==> src/rtl/alu_seq_if.sv <==
// Operand/result handshake bundle for alu_seq: request side (A/B/opcode),
// response side (result/flags) and the sticky-overflow controls.
interface alu_seq_if #(
  parameter int N = 4
);
  logic [N-1:0] a;
  logic [N-1:0] b;
  logic [2:0]   aluc;
  logic         in_valid;
  logic         in_ready;
  logic [N-1:0] result;
  logic [3:0]   flags;
  logic         out_valid;
  logic         out_ready;
  logic         sticky_v;
  logic         clr_sticky;

  modport master (
    output a, b, aluc, in_valid, out_ready, clr_sticky,
    input  in_ready, result, flags, out_valid, sticky_v
  );

  modport slave (
    input  a, b, aluc, in_valid, out_ready, clr_sticky,
    output in_ready, result, flags, out_valid, sticky_v
  );
endinterface

==> src/rtl/alu_seq.sv <==
// Registered, valid/ready handshaked N-bit ALU with an iterative shift-add
// multiplier and a sticky overflow flag. flags = {NEG, ZERO, CARRY, OVF}.
module alu_seq #(
  parameter int N = 4
) (
  input  logic      clk_i,
  input  logic      rst_i,
  alu_seq_if.slave  bus
);
  localparam int CW = $clog2(N) + 1;

  localparam logic [2:0] OP_ADD = 3'b000;
  localparam logic [2:0] OP_SUB = 3'b001;
  localparam logic [2:0] OP_AND = 3'b010;
  localparam logic [2:0] OP_OR  = 3'b011;
  localparam logic [2:0] OP_XOR = 3'b100;
  localparam logic [2:0] OP_SLT = 3'b101;
  localparam logic [2:0] OP_MUL = 3'b110;
  localparam logic [2:0] OP_CMP = 3'b111;

  typedef enum logic [1:0] {
    S_IDLE = 2'd0,
    S_MUL  = 2'd1,
    S_HOLD = 2'd2
  } state_e;

  state_e         state_q, state_d;
  logic [N-1:0]   result_q, result_d;
  logic [3:0]     flags_q, flags_d;
  logic           out_valid_q, out_valid_d;
  logic           sticky_q, sticky_d;
  logic [2*N-1:0] acc_q, acc_d;
  logic [2*N-1:0] mcand_q, mcand_d;
  logic [N-1:0]   mplier_q, mplier_d;
  logic [CW-1:0]  cnt_q, cnt_d;

  logic           in_ready_s, accept_s, is_mul_s, mul_last_s;
  logic [N:0]     add_s, sub_s;
  logic           add_v_s, sub_v_s;
  logic [N-1:0]   alu_res_s;
  logic           alu_c_s, alu_v_s;
  logic [3:0]     alu_flags_s, mul_flags_s;
  logic [2*N-1:0] acc_step_s;

  assign in_ready_s = (state_q == S_IDLE) | ((state_q == S_HOLD) & bus.out_ready);
  assign accept_s   = bus.in_valid & in_ready_s;
  assign is_mul_s   = (bus.aluc == OP_MUL);
  assign mul_last_s = (state_q == S_MUL) && (cnt_q == CW'(N - 1));

  // SUB is A + ~B + 1, so CARRY=1 means no borrow.
  assign add_s   = {1'b0, bus.a} + {1'b0, bus.b};
  assign sub_s   = {1'b0, bus.a} + {1'b0, ~bus.b} + {{N{1'b0}}, 1'b1};
  assign add_v_s = (bus.a[N-1] == bus.b[N-1]) & (add_s[N-1] != bus.a[N-1]);
  assign sub_v_s = (bus.a[N-1] != bus.b[N-1]) & (sub_s[N-1] != bus.a[N-1]);

  assign acc_step_s  = mplier_q[0] ? (acc_q + mcand_q) : acc_q;
  assign mul_flags_s = {acc_step_s[N-1], (acc_step_s[N-1:0] == {N{1'b0}}),
                        |acc_step_s[2*N-1:N], 1'b0};

  // Single-cycle op result; for CMP this is the subtraction value the flags use.
  always_comb begin
    alu_res_s = {N{1'b0}};
    alu_c_s   = 1'b0;
    alu_v_s   = 1'b0;
    case (bus.aluc)
      OP_ADD: begin
        alu_res_s = add_s[N-1:0];
        alu_c_s   = add_s[N];
        alu_v_s   = add_v_s;
      end
      OP_SUB, OP_CMP: begin
        alu_res_s = sub_s[N-1:0];
        alu_c_s   = sub_s[N];
        alu_v_s   = sub_v_s;
      end
      OP_AND: alu_res_s = bus.a & bus.b;
      OP_OR:  alu_res_s = bus.a | bus.b;
      OP_XOR: alu_res_s = bus.a ^ bus.b;
      OP_SLT: begin
        alu_res_s = {{(N-1){1'b0}}, sub_s[N-1] ^ sub_v_s};
        alu_c_s   = sub_s[N];
        alu_v_s   = sub_v_s;
      end
      OP_MUL: alu_res_s = {N{1'b0}};
      default: alu_res_s = {N{1'b0}};
    endcase
    alu_flags_s = {alu_res_s[N-1], (alu_res_s == {N{1'b0}}), alu_c_s, alu_v_s};
  end

  // State register.
  always_ff @(posedge clk_i or posedge rst_i) begin
    if (rst_i) begin
      state_q <= S_IDLE;
    end else begin
      state_q <= state_d;
    end
  end

  // Next-state logic.
  always_comb begin
    state_d = state_q;
    case (state_q)
      S_IDLE: begin
        if (accept_s) begin
          state_d = is_mul_s ? S_MUL : S_HOLD;
        end else begin
          state_d = S_IDLE;
        end
      end
      S_MUL: begin
        if (mul_last_s) begin
          state_d = S_HOLD;
        end else begin
          state_d = S_MUL;
        end
      end
      S_HOLD: begin
        if (accept_s) begin
          state_d = is_mul_s ? S_MUL : S_HOLD;
        end else if (bus.out_ready) begin
          state_d = S_IDLE;
        end else begin
          state_d = S_HOLD;
        end
      end
      default: state_d = S_IDLE;
    endcase
  end

  // Output and multiplier datapath next values; a set of STICKY_V beats a clear.
  always_comb begin
    result_d    = result_q;
    flags_d     = flags_q;
    out_valid_d = out_valid_q;
    acc_d       = acc_q;
    mcand_d     = mcand_q;
    mplier_d    = mplier_q;
    cnt_d       = cnt_q;
    sticky_d    = sticky_q & ~bus.clr_sticky;
    if (accept_s) begin
      if (is_mul_s) begin
        mcand_d     = {{N{1'b0}}, bus.a};
        mplier_d    = bus.b;
        acc_d       = {(2*N){1'b0}};
        cnt_d       = {CW{1'b0}};
        out_valid_d = 1'b0;
      end else begin
        result_d    = (bus.aluc == OP_CMP) ? result_q : alu_res_s;
        flags_d     = alu_flags_s;
        out_valid_d = 1'b1;
        sticky_d    = (sticky_q & ~bus.clr_sticky) | alu_v_s;
      end
    end else if (state_q == S_MUL) begin
      acc_d    = acc_step_s;
      mcand_d  = mcand_q << 1;
      mplier_d = mplier_q >> 1;
      cnt_d    = cnt_q + CW'(1);
      if (mul_last_s) begin
        result_d    = acc_step_s[N-1:0];
        flags_d     = mul_flags_s;
        out_valid_d = 1'b1;
      end else begin
        out_valid_d = 1'b0;
      end
    end else if ((state_q == S_HOLD) && bus.out_ready) begin
      out_valid_d = 1'b0;
    end else begin
      out_valid_d = out_valid_q;
    end
  end

  // Datapath registers.
  always_ff @(posedge clk_i or posedge rst_i) begin
    if (rst_i) begin
      result_q    <= {N{1'b0}};
      flags_q     <= 4'b0000;
      out_valid_q <= 1'b0;
      sticky_q    <= 1'b0;
      acc_q       <= {(2*N){1'b0}};
      mcand_q     <= {(2*N){1'b0}};
      mplier_q    <= {N{1'b0}};
      cnt_q       <= {CW{1'b0}};
    end else begin
      result_q    <= result_d;
      flags_q     <= flags_d;
      out_valid_q <= out_valid_d;
      sticky_q    <= sticky_d;
      acc_q       <= acc_d;
      mcand_q     <= mcand_d;
      mplier_q    <= mplier_d;
      cnt_q       <= cnt_d;
    end
  end

  assign bus.in_ready  = in_ready_s;
  assign bus.result    = result_q;
  assign bus.flags     = flags_q;
  assign bus.out_valid = out_valid_q;
  assign bus.sticky_v  = sticky_q;
endmodule

==> src/flat_wrapper.sv <==
// flat-port wrapper written by rule: the top's interface ports become plain ports
module alu_seq_flat 
#(
  parameter int N = 4
)
  (clk_i, rst_i, bus_a, bus_b, bus_aluc, bus_in_valid, bus_out_ready, bus_clr_sticky, bus_in_ready, bus_result, bus_flags, bus_out_valid, bus_sticky_v);
  alu_seq_if #(.N(N)) bus_i ();
  input  logic clk_i;
  input  logic rst_i;
  input wire logic [$bits(bus_i.a)-1:0] bus_a;
  input wire logic [$bits(bus_i.b)-1:0] bus_b;
  input wire logic [$bits(bus_i.aluc)-1:0] bus_aluc;
  input wire logic [$bits(bus_i.in_valid)-1:0] bus_in_valid;
  input wire logic [$bits(bus_i.out_ready)-1:0] bus_out_ready;
  input wire logic [$bits(bus_i.clr_sticky)-1:0] bus_clr_sticky;
  output wire logic [$bits(bus_i.in_ready)-1:0] bus_in_ready;
  output wire logic [$bits(bus_i.result)-1:0] bus_result;
  output wire logic [$bits(bus_i.flags)-1:0] bus_flags;
  output wire logic [$bits(bus_i.out_valid)-1:0] bus_out_valid;
  output wire logic [$bits(bus_i.sticky_v)-1:0] bus_sticky_v;
  assign bus_i.a = bus_a;
  assign bus_i.b = bus_b;
  assign bus_i.aluc = bus_aluc;
  assign bus_i.in_valid = bus_in_valid;
  assign bus_i.out_ready = bus_out_ready;
  assign bus_i.clr_sticky = bus_clr_sticky;
  assign bus_in_ready = bus_i.in_ready;
  assign bus_result = bus_i.result;
  assign bus_flags = bus_i.flags;
  assign bus_out_valid = bus_i.out_valid;
  assign bus_sticky_v = bus_i.sticky_v;
  alu_seq #(.N(N)) u_core (.clk_i(clk_i), .rst_i(rst_i), .bus(bus_i));
endmodule
==> config.mk <==
export PLATFORM = sky130hd
export DESIGN_NAME = alu_seq_flat
export DESIGN_NICKNAME = d
export VERILOG_FILES = /design/src/rtl/alu_seq_if.sv /design/src/rtl/alu_seq.sv /design/src/flat_wrapper.sv
export SDC_FILE = /design/constraint.sdc
export NUM_CORES = 1
export LEC_CHECK = 0
export CAP_MARGIN = 20
export CORE_ASPECT_RATIO = 0.9
export CORE_MARGIN = 2
export CORE_UTILIZATION = 50
export CTS_BUF_LIST = sky130_fd_sc_hd__clkbuf_8
export DETAILED_ROUTE_END_ITERATION = 8
export PLACE_DENSITY = 0.72
export SYNTH_ARGS = -nofsm -noshare
export SYNTH_HDL_FRONTEND = slang
export SYNTH_SLANG_ARGS = --single-unit
==> constraint.sdc <==
create_clock -name clk_i -period 4.15 [get_ports clk_i]
set_input_delay 1.245 -clock clk_i [delete_from_list [all_inputs] [get_ports clk_i]]
set_output_delay 1.245 -clock clk_i [all_outputs]
set_load 0.01 [all_outputs]
[Word-level counts from Yosys, hierarchy flattened]
Cells that the tools add are included.
Widths: inputs -> output; s select.
Operators by class
  eq/ne operators: 17
  bitwise logic cells: 13
  reduce and logical (&&, ||, !) cells: 15
  multiplexer cells: 38
  add/sub/neg operators: 5
Operator list (number)
  $mux 8: 7
  $mux 4: 12
  $pmux 4 s7: 1
  $eq 3x3->1 const B: 4
  $add 4x4->5: 2
  $mux 2: 5
  $eq 3x2->1 const B: 3
  $mux 3: 3
  $add 8x8->8: 1
  $logic_not 4->1: 2
  $mux 1: 7
  $ne 2x2->1 const B: 3
  $pmux 2 s3: 1
  $add 5x1->5 const B: 1
  $and 1x1->1: 5
  $and 4x4->4: 1
  $not 4->4: 1
  $or 4x4->4: 1
  $pmux 1 s2: 2
  $reduce_and 4->1: 1
  $reduce_bool 2->1: 2
  $reduce_or 4->1: 1
  $xor 4x4->4: 1
  $add 3x1->3 const B: 1
  16 further kinds: 20
Storage, ports and cells
  flip-flop bits (word level): 35
  word-level logic and storage cells: 97
  bits of input ports: 16
  output and inout port bits: 11

[Longest topological paths before layout]
  word-level depth: 10
  depth in mapped cells: 13
  mapped depth without buffers: 13

[Worst setup path before layout]
Ideal clock, no wire load.
  path type: input to register
  from: in bus_b[2]
  to: reg u_core.flags_q[3], in the netlist u_core.bus.flags[3]
  path slack: 0.896 ns
  setup time: 0.064 ns
  required time: 4.086 ns
  stages on the path: 12
  data arrival time: 3.189 ns
  buffers on the path: 1
  path through: inv_1 > ha_1 > clkbuf_1 > nor2_1 > nor2_1 > fa_1 > mux2i_1 > nand2_1 > o311ai_0 > o221ai_1 > mux2i_1 > mux2_2
Between the ends
  longest elaborated chain between the ends: 6
  elaborated cells between the ends (all ways): 7
  classes of those cells: add/sub (3); mux (3); bitwise (1)
RTL lines
  start: declaration: line flat_wrapper.sv:11  | input wire logic [$bits(bus_i.b)-1:0] bus_b;
  $not 4->4: line alu_seq.sv:52  | assign sub_s = {1'b0, bus.a} + {1'b0, ~bus.b} + {{N{1'b0}}, 1'b1};
  $add 4x4->5: line alu_seq.sv:52
  $add 5x1->5: line alu_seq.sv:52
  $pmux 4 s7 (*): line alu_seq.sv:65  | case (bus.aluc)
  $mux 4 (*): line alu_seq.sv:141  | if (is_mul_s) begin
  $mux 4 (*): line alu_seq.sv:140  | if (accept_s) begin
  end signal: assignment: line alu_seq.sv:185  | flags_q <= flags_d;
  end: declaration: line alu_seq.sv:29  | logic [3:0] flags_q, flags_d;
Every way passes the cells marked *; elsewhere a longest branch is shown, timed or not. The select of a mux whose other input is x is not followed.
A chain may end at the register's enable or synchronous reset.

[Worst setup path in the final report]
  from: in bus_out_ready
  to: out bus_in_ready
Between the ends
  longest elaborated chain between the ends: 2
RTL lines
  start: declaration: line flat_wrapper.sv:14  | input wire logic [$bits(bus_i.out_ready)-1:0] bus_out_ready;
  $and 1x1->1: line alu_seq.sv:45  | assign in_ready_s = (state_q == S_IDLE) | ((state_q == S_HOLD) & bus.out_ready);
  $or 1x1->1: line alu_seq.sv:45
  end: declaration: line flat_wrapper.sv:16  | output wire logic [$bits(bus_i.in_ready)-1:0] bus_in_ready;
Every way passes these cells.

==> key figures <==
Status
  – Outcome: completed

Layout
  – Final Core Density: 0.613
  – Final Instance Area: 0.00300 mm2
  – Antenna cells: 0
  – Fill cells: between 400 and 500
  – Area grow syn2layout: 17.4%
  – Layout cells sized above 1: 0.0946
  – # nets final: between 300 and 400

Power
  – Power density cells: 543 mW/mm2
  – Flop pwr share: 0.365
  – Internal Power: 0.000976 W
  – Psw: between 0.0006 and 0.0007 W
  – Design Power: roughly 0.0016 W
  – Logic gate share of total power: 0.485
  – Leak pwr: between 1 and 1.5 nW
  – Switching part of the total: 0.401
  – Peak VDD IR: 0.353 mV
  – Clock share of power: 0.150

Routing
  – Final WL: just under 6000 um
  – Residual DRC: 0
  – DR vias/cell: between 5 and 6
  – Routed len/inst: 15.2 um
  – Vias: ~2200
  – DRT Pass-1 Iters: 4
  – Number of routed nets with antenna violations: 0
  – Drt first-iter violations: 188

STA
  – Worst-Margin Slew: 769 ps
  – Skew final: 6.50 ps
  – Max Clk Rate: 264 MHz
  – Max-slew violations: 0
  – Tmin final: approximately 3800 ps
  – Setup TNS: 0 ps
  – Rel. slew slack: 0.487
  – Hold WS: 488 ps
  – Final setup fails: 0
  – Tcrit/Tclk final: 0.913
  – RSZ-0062 raised after global routing: false
  – Final hold vios: 0

Setup path
  – Crit Path Class: in -> out
  – Kind of end point of the critical path: output pin
  – Worst EP arrival: 2540 ps
  – Crit start category: primary input
  – CP Max Fanout: 5
  – Req. time, crit path: 2900 ps

Die
  – Ports: 27
  – Die Wd: 79.3 um
  – Die Height: 71.8 um
  – Core footprint: 0.00489 mm2
  – Die area: 0.00570 mm2
  – Initial Utilization: 0.522
  – FP Rows: 24

Synthesis
  – Yosys reg bits: 35
  – Xor/xnor share of the synthesized area: 0.0309
  – Number of flops mapped to enable cells by yosys: 0
  – Mapped Nets: approximately 330
  – Syn Area/Cell: 8.90 um2
  – Synth Flop Type: dfrtp_1
  – Simple-Gate Fraction of Synth Area: 0.177
  – Synth area leader: dfrtp_1
  – Top-area cell type share of the netlist area: 0.343
  – Adder-cell share of the synthesized area: 0.134
  – Largest cells by area after synthesis: dfrtp_1 (34%), ha_1 (10%), nand2_1 (6.6%)
  – Cells after Synth: 287
  – Sequential cell area fraction in the yosys report: 0.343
  – Post-synth ARST share: 1.00
  – Largest family of logic cells by synthesized area: compound AO/OA/AOI/OAI gates
  – Post-synthesis compound-gate area fraction: 0.200
  – Cell Area, Synth: 0.00255 mm2
  – Post-synth cell types: 47
  – Post-synthesis mux area share: 0.0691
  – YS warnings: 0

CTS
  – Reg clk slew, reported paths: 70 ps
  – Root Buffer: clkbuf_8
  – CTS Buffer Depth: 2
  – Worst-skew pair later-pin latency: 290 ps
  – Post_cts resized: 0
  – Total CTS buffers: 5
  – Setup bufs post-CTS: 0
  – CTS sink cnt: 35
  – TritonCTS clock tree: yes
  – Hold-fix buffers, CTS: 0
  – Htree depth: 2

Global route
  – First-pass GRT wire length: ~10000 um
  – Initial antenna violation count: 0
  – Grt ovf: 0
  – GRT Overall Usage: 0.221
  – Vias in the first global route: 1975
  – Largest net degree at the start of global routing: 36

Place
  – DP Wirelength: 4390 um
  – Placed cell areas: 0.00291 mm2
  – Placer Congestion: slightly below 0.9
  – Port Buffers: 26

Worst hold path
  – HP Class: reg -> reg

Flow run
  – Max Cap Viol: 0
## worst max-delay path: stages
cell             delay, ps
clkdlybuf4s50_1        430
nor2b_1                310
nor2_1                  70
clkdlybuf4s50_1        480
## state kept, by name, summed over array words and instances (netlist names)
register and cells:
u_core.bus.result 4, u_core.mcand_q 8, u_core.state_q 2, u_core.cnt_q 3, u_core.bus.sticky_v 1, u_core.mplier_q 4, u_core.bus.out_valid 1, u_core.acc_q 8
u_core.bus.flags 4
## synthesized netlist by cell type (2+ instances only)
| cell type | n |
|---|---|
| nand2_1 | 45 |
| dfrtp_1 | 35 |
| ha_1 | 21 |
| nor2_1 | 21 |
| o21ai_0 | 18 |
| inv_1 | 15 |
| a21oi_1 | 14 |
| mux2i_1 | 12 |
| clkbuf_1 | 8 |
| nor2b_1 | 7 |
| xnor2_1 | 7 |
| a31oi_1 | 6 |
| buf_2 | 6 |
| o22ai_1 | 6 |
| mux2_2 | 5 |
| a21o_1 | 4 |
| a22o_1 | 4 |
| fa_1 | 4 |
| nand2b_1 | 4 |
| o31ai_1 | 4 |
| or3_1 | 4 |
| a211oi_1 | 3 |
| nand3b_1 | 3 |
| o21bai_1 | 3 |
| a32oi_1 | 2 |
| and3_1 | 2 |
| o21ai_1 | 2 |
| o311ai_0 | 2 |
| xor2_1 | 2 |
## cells in the final DEF (no fill, tap or decap), types with 2 or more instances in the layout
| master | netlist | routed |
|---|---|---|
| clkdlybuf4s50_1 | 0 | 26 |
| ha_1 | 21 | 21 |
| nor2_1 | 21 | 21 |
| a21oi_1 | 14 | 14 |
| buf_4 | 0 | 10 |
| a31oi_1 | 6 | 6 |
| mux2_2 | 5 | 5 |
| clkinvlp_4 | 0 | 2 |
| or3_1 | 4 | 4 |
| a22o_1 | 4 | 4 |
| dfrtp_1 | 35 | 35 |
| inv_1 | 15 | 15 |
| nor2b_1 | 7 | 7 |
| nand2_1 | 45 | 45 |
| xor2_1 | 2 | 2 |
| o31ai_1 | 4 | 4 |
| o311ai_0 | 2 | 2 |
| nand2b_1 | 4 | 4 |
| a211oi_1 | 3 | 3 |
| a32oi_1 | 2 | 2 |
| fa_1 | 4 | 4 |
| o21bai_1 | 3 | 3 |
| o21ai_1 | 2 | 2 |
| clkbuf_8 | 0 | 5 |
| o21ai_0 | 18 | 18 |
| a21o_1 | 4 | 4 |
| o22ai_1 | 6 | 6 |
| mux2i_1 | 12 | 12 |
| nand3b_1 | 3 | 3 |
| and3_1 | 2 | 2 |
| xnor2_1 | 7 | 7 |
## worst paths after layout
| path | from | endpoint | slack [ps] | cells past startpoint |
|---|---|---|---|---|
| setup / recovery | bus_out_ready | bus_in_ready | 360 | 4 |
| hold / removal | u_core.bus.flags[0] | u_core.bus.flags[0] | 490 | 2 |
| setup reg to reg | u_core.mcand_q[0] | u_core.bus.flags[1] | 1780 | 8 |
| hold reg to reg | u_core.bus.flags[0] | u_core.bus.flags[0] | 490 | 2 |
| max in group asynchronous | rst_i | u_core.mplier_q[1] | 2460 | 3 |
| min in group asynchronous | rst_i | u_core.bus.out_valid | 1350 | 3 |
## cells by family (layout without fill, tap and decap cells)
group / Yosys count / count (layout)
adder cells (fa/ha/maj): 25 / 25
AND/OR/NAND/NOR: 95 / 95
multiplexers: 17 / 17
AO/OA/AOI/OAI: 77 / 77
flip-flops: 35 / 35
buffers and inverters: 29 / 59
XOR/XNOR: 9 / 9
## per-layer routing
| layer | vias up | track usage | share of wire |
|---|---|---|---|
| li1 | 1069 | - | - |
| met1 | 1035 | 0.340 | 0.50 |
| met2 | 54 | 0.327 | 0.45 |
| met3 | 2 | 0.0428 | 0.050 |
| met4 | 0 | 0.0460 | 0.0028 |
| met5 | - | 0 | 0 |
## metrics by stage
step	setup slack [ps]	std cells
after CTS	353	382
final	360	382
after global routing	279	382
after floorplan	896	287
after detailed placement	234	374
after global placement	328	374
## power groups by stage
stage | combinational [W] | clock [W] | sequential, W
after detailed placement | 0.000780 | 0 | 0.000598
after CTS | 0.000787 | 0.000251 | 0.000593
after global routing | 0.000872 | 0.000268 | 0.000613
after global placement | 0.000769 | 0 | 0.000595
after floorplan | 0.000562 | 0 | 0.000571
final | 0.000790 | 0.000245 | 0.000594
## layout make-up
class	instances	area (um2)	share of cell area
clock buffer	5	68.8	0.0229
clock inverter	3	20.0	0.00668
inverter	15	56.3	0.0188
multi-input combinational	223	1560	0.521
sequential	35	876	0.292
tap	65	81.3	0.0271
timing repair buffer	36	335	0.112
Power figures use the tool's default switching activity.
